==> src/rtl/counter_pkg.sv <==
// rtl/counter_pkg.sv - shared types and helpers for the programmable counter/timer blocks
package counter_pkg;

  typedef enum logic {
    DIR_UP   = 1'b0,
    DIR_DOWN = 1'b1
  } dir_e;

  // Widest counter the shared clamp helper supports; callers zero-extend into it.
  localparam int CLAMP_MAX_W = 32;

  function automatic logic [CLAMP_MAX_W-1:0] clamp_tc(input logic [CLAMP_MAX_W-1:0] val,
                                                       input logic [CLAMP_MAX_W-1:0] tc);
    return (val > tc) ? tc : val;
  endfunction

endpackage

==> src/rtl/prog_mod_counter.sv <==
// rtl/prog_mod_counter.sv - runtime-programmable modulus counter, up/down, free-run or one-shot
module prog_mod_counter
  import counter_pkg::*;
#(
  parameter int W       = 8,
  parameter int M_RESET = 10
) (
  input  logic         clk,
  input  logic         reset,
  input  logic         en,
  input  logic         dir,
  input  logic         oneshot,
  input  logic         tc_wr,
  input  logic [W-1:0] tc_in,
  input  logic         ld,
  input  logic [W-1:0] ld_val,
  output logic [W-1:0] q,
  output logic         at_tc,
  output logic         wrap_tick,
  output logic         done
);

  if (W < 1 || W > CLAMP_MAX_W) begin : g_bad_w
    $error("prog_mod_counter: W out of range");
  end
  if (M_RESET < 1 || (W < 31 && M_RESET > (1 << W))) begin : g_bad_m
    $error("prog_mod_counter: M_RESET out of range 1..2**W");
  end

  localparam logic [W-1:0] TC_RESET = W'(M_RESET - 1);

  logic [W-1:0] cnt_q, cnt_d;
  logic [W-1:0] tc_q, tc_d;
  logic         done_q, done_d;
  logic [W-1:0] ld_limit;
  logic         step;
  logic         term;
  dir_e         dir_s;

  always_comb begin
    dir_s    = dir_e'(dir);
    term     = (dir_s == DIR_UP) ? (cnt_q >= tc_q) : (cnt_q == '0);
    step     = en & ~done_q & ~ld & ~reset;
    tc_d     = tc_wr ? tc_in : tc_q;
    ld_limit = tc_wr ? tc_in : tc_q;
    cnt_d    = cnt_q;
    done_d   = done_q;

    if (ld) begin
      cnt_d  = W'(clamp_tc(CLAMP_MAX_W'(ld_val), CLAMP_MAX_W'(ld_limit)));
      done_d = 1'b0;
    end else begin
      if (!oneshot) begin
        done_d = 1'b0;
      end
      if (step) begin
        // Arithmetic only on the non-terminal path, so full-range wrap never overflows.
        if (term) begin
          if (oneshot) begin
            done_d = 1'b1;
          end else begin
            cnt_d = (dir_s == DIR_UP) ? '0 : tc_q;
          end
        end else if (dir_s == DIR_UP) begin
          cnt_d = cnt_q + W'(1);
        end else begin
          cnt_d = (cnt_q > tc_q) ? tc_q : cnt_q - W'(1);
        end
      end
    end
  end

  always_ff @(posedge clk) begin
    if (reset) begin
      cnt_q  <= '0;
      tc_q   <= TC_RESET;
      done_q <= 1'b0;
    end else begin
      cnt_q  <= cnt_d;
      tc_q   <= tc_d;
      done_q <= done_d;
    end
  end

  assign q         = cnt_q;
  assign at_tc     = term;
  assign wrap_tick = step & term;
  assign done      = done_q;

endmodule

==> config.mk <==
export PLATFORM = sky130hd
export DESIGN_NAME = prog_mod_counter
export DESIGN_NICKNAME = d
export VERILOG_FILES = /design/src/rtl/counter_pkg.sv /design/src/rtl/prog_mod_counter.sv
export SDC_FILE = /design/constraint.sdc
export NUM_CORES = 1
export LEC_CHECK = 0
export CAP_MARGIN = 20
export CELL_PAD_IN_SITES_DETAIL_PLACEMENT = 1
export CELL_PAD_IN_SITES_GLOBAL_PLACEMENT = 2
export CORE_MARGIN = 5
export CORE_UTILIZATION = 33
export DETAILED_ROUTE_END_ITERATION = 12
export PLACE_DENSITY_LB_ADDON = 0.1
export SYNTH_ARGS = -nofsm -noshare
export SYNTH_HDL_FRONTEND = slang
export SYNTH_SLANG_ARGS = --single-unit
==> constraint.sdc <==
create_clock -name clk -period 10.9 [get_ports clk]
set_input_delay 2.725 -clock clk [delete_from_list [all_inputs] [get_ports clk]]
set_output_delay 2.725 -clock clk [all_outputs]
set_load 0.005 [all_outputs]
# Word-level counts from Yosys, hierarchy flattened
# Cells that the tools add are included.
# word_totals
ff_bits	17
output_inout_bits	11
wordCells	34
# classes
n_reduce_logical	4
add_sub_neg	2
bitwise_logic	7
mux	14
magnitude_cmp	3
n_eq_ne	1
# op_table
op	count
two-way mux 8 bit	9
> comparator 8 bit	2
adder 8 x 1 -> 8 bit, second input constant	1
>= comparator 8 bit	1
zero test 8 bit	1
subtractor 8 x 1 -> 8 bit, second input constant	1
two-way mux 1 bit	5
AND 1 bit	4
!= test 3 bit, second input constant	1
inverter 1 bit	3
AND reduction 2 bit	1
nonzero test 2 bit	1
OR reduction 2 bit	1

# Depth between registers and ports, before layout
# logic_depth
ltp_word	6
mapped_depth	11
depth_no_buf	9

# Least setup slack after synthesis
# OpenSTA, ideal clock, no wires.
# synth_path
kind	input to output
from	in dir
to	out wrap_tick
required_time_ps	8175
slack_ps	4516
arrival_ps	3659
stages	5
cell_sequence	clkbuf_1 inv_1 nand2_1 nand3_1 and4b_1
# synth_via
elab_chain_len	2
# synth_lines
item	line	rtl
start, declared	prog_mod_counter.sv:11	input logic dir,
two-way mux 1 bit	prog_mod_counter.sv:42	term = (dir_s == DIR_UP) ? (cnt_q >= tc_q) : (cnt_q == '0);
named net at_tc	prog_mod_counter.sv:18	output logic at_tc,
AND 1 bit	prog_mod_counter.sv:87	assign wrap_tick = step & term;
end, declared	prog_mod_counter.sv:19	output logic wrap_tick,
# The timed path passes the listed nets, and every way through them passes these cells.

# Final worst setup path
# layout_path
from	in dir
to	out wrap_tick
# layout_via
elab_chain_len	2
# layout_lines
item	line
two-way mux 1 bit	prog_mod_counter.sv:42
AND 1 bit	prog_mod_counter.sv:87
# No other way between the ends.

==> impl_metrics.yaml <==
hold_path:
  hold_start: "done"
  worstHoldPathCells: 2
  hold_end: "done"
  hold_class: "reg2reg"
pwr:
  p_leak_nw: 0.8993
  p_per_area_nw_per_um2: 130.3
  irDropWorstVdd_v: 0.00004859
  finalPower_uw: 289.1
worst_setup_path:
  cp_num_cells: 6
  cp_top_family: "buffers and inverters"
  rr_startpoint: "q[1]"
  path_max_fanout: 17
  critPathLaunch: "dir"
  crit_arrival_ns: 5.09
  rr_endpoint: "q[6]"
  crit_required_ns: 8.18
  rrSetupSlack_ns: 7.84
  crit_chain: "clkdlybuf4s50_1, inv_1, nand2_1, nand3_1, and4b_1, clkdlybuf4s50_1"
  cp-end-kind: "primary output"
  max_stage_delay_ns: 0.85
  cpMostUsedCell: "clkdlybuf4s50_1"
  cp-start-kind: "input pin"
  slowest_stage: "clkdlybuf4s50_1"
  crit_type: "in2out"
  ff2ff_path_depth: 8
  worst-path-buf-inv: 3
global_routing:
  grt_use_total: 0.1560
  overflow: 0
  grt_start_max_net_pins: 20
  grt_first_pass_wirelength_um: 9135
  first_global_vias: 1833
  antenna_found_initial: 0
detailed_routing:
  viasPerCell: 5.517
  dr_total_vias: 1771
  drc: 0
  routedWlPerCell_um: 17.44
  postRouteWirelength_um: 5598
  drt-initial-drc-count: 76
  antenna_left: 0
  first_pass_iters: 4
synthesis:
  yosysSeqAreaShare: 0.1864
  yosys_warnings: 0
  ys_seq_elements: 17
  synth_top_area_share: 0.1864
  synth.distinct_cells: 56
  synth_edf_count: 0
  synth_cells: 226
  yosysTopAreaCell: "dfxtp_1"
  async_flop_share: 0
  synth.net_count: 267
  yosysMostFrequentCell: "inv_1"
  synth.top_cells.by_count: "inv_1, nor2_1, ha_1"
  syn_avg_cell_area_um2: 8.077
  synth_area_leaders: "dfxtp_1, ha_1, mux2i_1"
  synth_ff_type: "dfxtp_1"
  netlist_area_um2: 1826
clock_tree:
  clock_sinks: 17
  cts_buffers: 3
  cts_tree: "built"
  holdBufCountCts: 0
  worstSkewPairLatency_ns: 0.25
  post-cts-setup-buffer-count: 0
  h-tree-depth: 1
  clkSlewWorstSetupHoldPaths_ns: 0.07
  cts_resized: 0
  clockRootBuffer: "clkbuf_8"
  cts.path.max_buffers: 2
layout:
  area_delta_synth_final_pct: 21.52
  diodes: 0
  instances_no_fill: 321
  final_nets: 291
  final_area_um2: 2218
  utilization: 0.4079
  drive_gt1_frac: 0.06426
placement:
  hpwlAfterDp_um: 4430
  gp_congestion: 0.8082
  io_buffers: 33
  pre_cts_ws_ns: 3.114
  placed_area_um2: 2173
  post-place-cells: 317
die:
  dieWidth_um: 84.38
  boundaryPins: 34
  die_h_um: 84.38
  rows: 27
  start_util: 0.3356
  dieArea_um2: 7119
  coreArea_um2: 5439
timing:
  finalClockSkew_ns: 0.001173
  drv_slew: 0
  period_minus_slack_ns: 7.818
  slew_headroom: 0.5413
  clock.fmax_mhz: 127.9
  rsz0062_at_grt: "false"
  tns_ns: 0
  fin_crit_sh: 0.7172
  holdWs_ns: 0.5337
  setup_slack_ns: 3.082
  setup_viol: 0
  hold_violations: 0
  tightest_slew_ns: 0.6860
run:
  drv_cap: 0
outcome:
  status: "complete, no violations"
==> flip-flops by register name (all words and copies together) (netlist names) <==
signal and count:
tc_q 8, done 1, q 8
==> power breakdown <==
| part | internal, mW | switching, mW |
|---|---|---|
| sequential | 0.0689 | 0.0156 |
| clock | 0.0259 | 0.0214 |
| combinational | 0.0735 | 0.0838 |
==> cell usage in the layout, fill, tap and decap left out, drive strengths merged, types with 3 or more instances in the layout <==
master	n
a211o	4
a211oi	6
a21o	4
a21oi	10
a221o	5
a221oi	4
a31oi	3
clkbuf	4
clkdlybuf4s50	33
dfxtp	17
ha	18
inv	23
mux2i	15
nand2	8
nand3	5
nand4	3
nor2	20
nor3	9
nor3b	4
nor4	6
o211ai	4
o21ai	3
o31ai	3
or3	4
xnor2	4
==> per-layer routing <==
layer  track usage  up-vias  wire length (µm)
li1              -      897                 -
met1        0.2106      836              2811
met2        0.2626       36              2558
met3       0.01963        2               204
met4       0.04029        0                23
met5             0        -                 0
==> cells by family after synthesis <==
kind of cell / Yosys count / share of synthesized area
DFF: 17 / 0.1864
adders and majority gates: 18 / 0.1234
muxes: 17 / 0.09458
xor gates and xnor gates: 5 / 0.02399
buffers and inverters: 37 / 0.08704
AOI/OAI and AO/OA: 59 / 0.2618
and+or+nand+nor: 73 / 0.2228
==> worst max-delay path by stage <==
stage | slack, ns | end
after floorplan | 4.52 | wrap_tick
after CTS | 3.11 | wrap_tick
after global routing | 2.98 | wrap_tick
final | 3.08 | wrap_tick
after global placement | 3.10 | wrap_tick
after detailed placement | 3.11 | wrap_tick
==> worst register-to-register path, delay by kind of cell, from the launching register on <==
kind            cells  cell delay, ns
fa+ha+maj           1            0.33
flops               1            0.61
simple gates        4            1.15
compound gates      3            0.91
==> area by class of cell <==
| class | instances | area, µm² |
|---|---|---|
| clock buffers | 4 | 45.04 |
| fillers | 668 | 3221 |
| inverters | 23 | 86.33 |
| multi-input cells | 172 | 1326 |
| flip-flops and latches | 17 | 340.3 |
| well taps | 72 | 90.09 |
| repair buffers | 33 | 330.3 |
(Power assumes the default switching activity.)
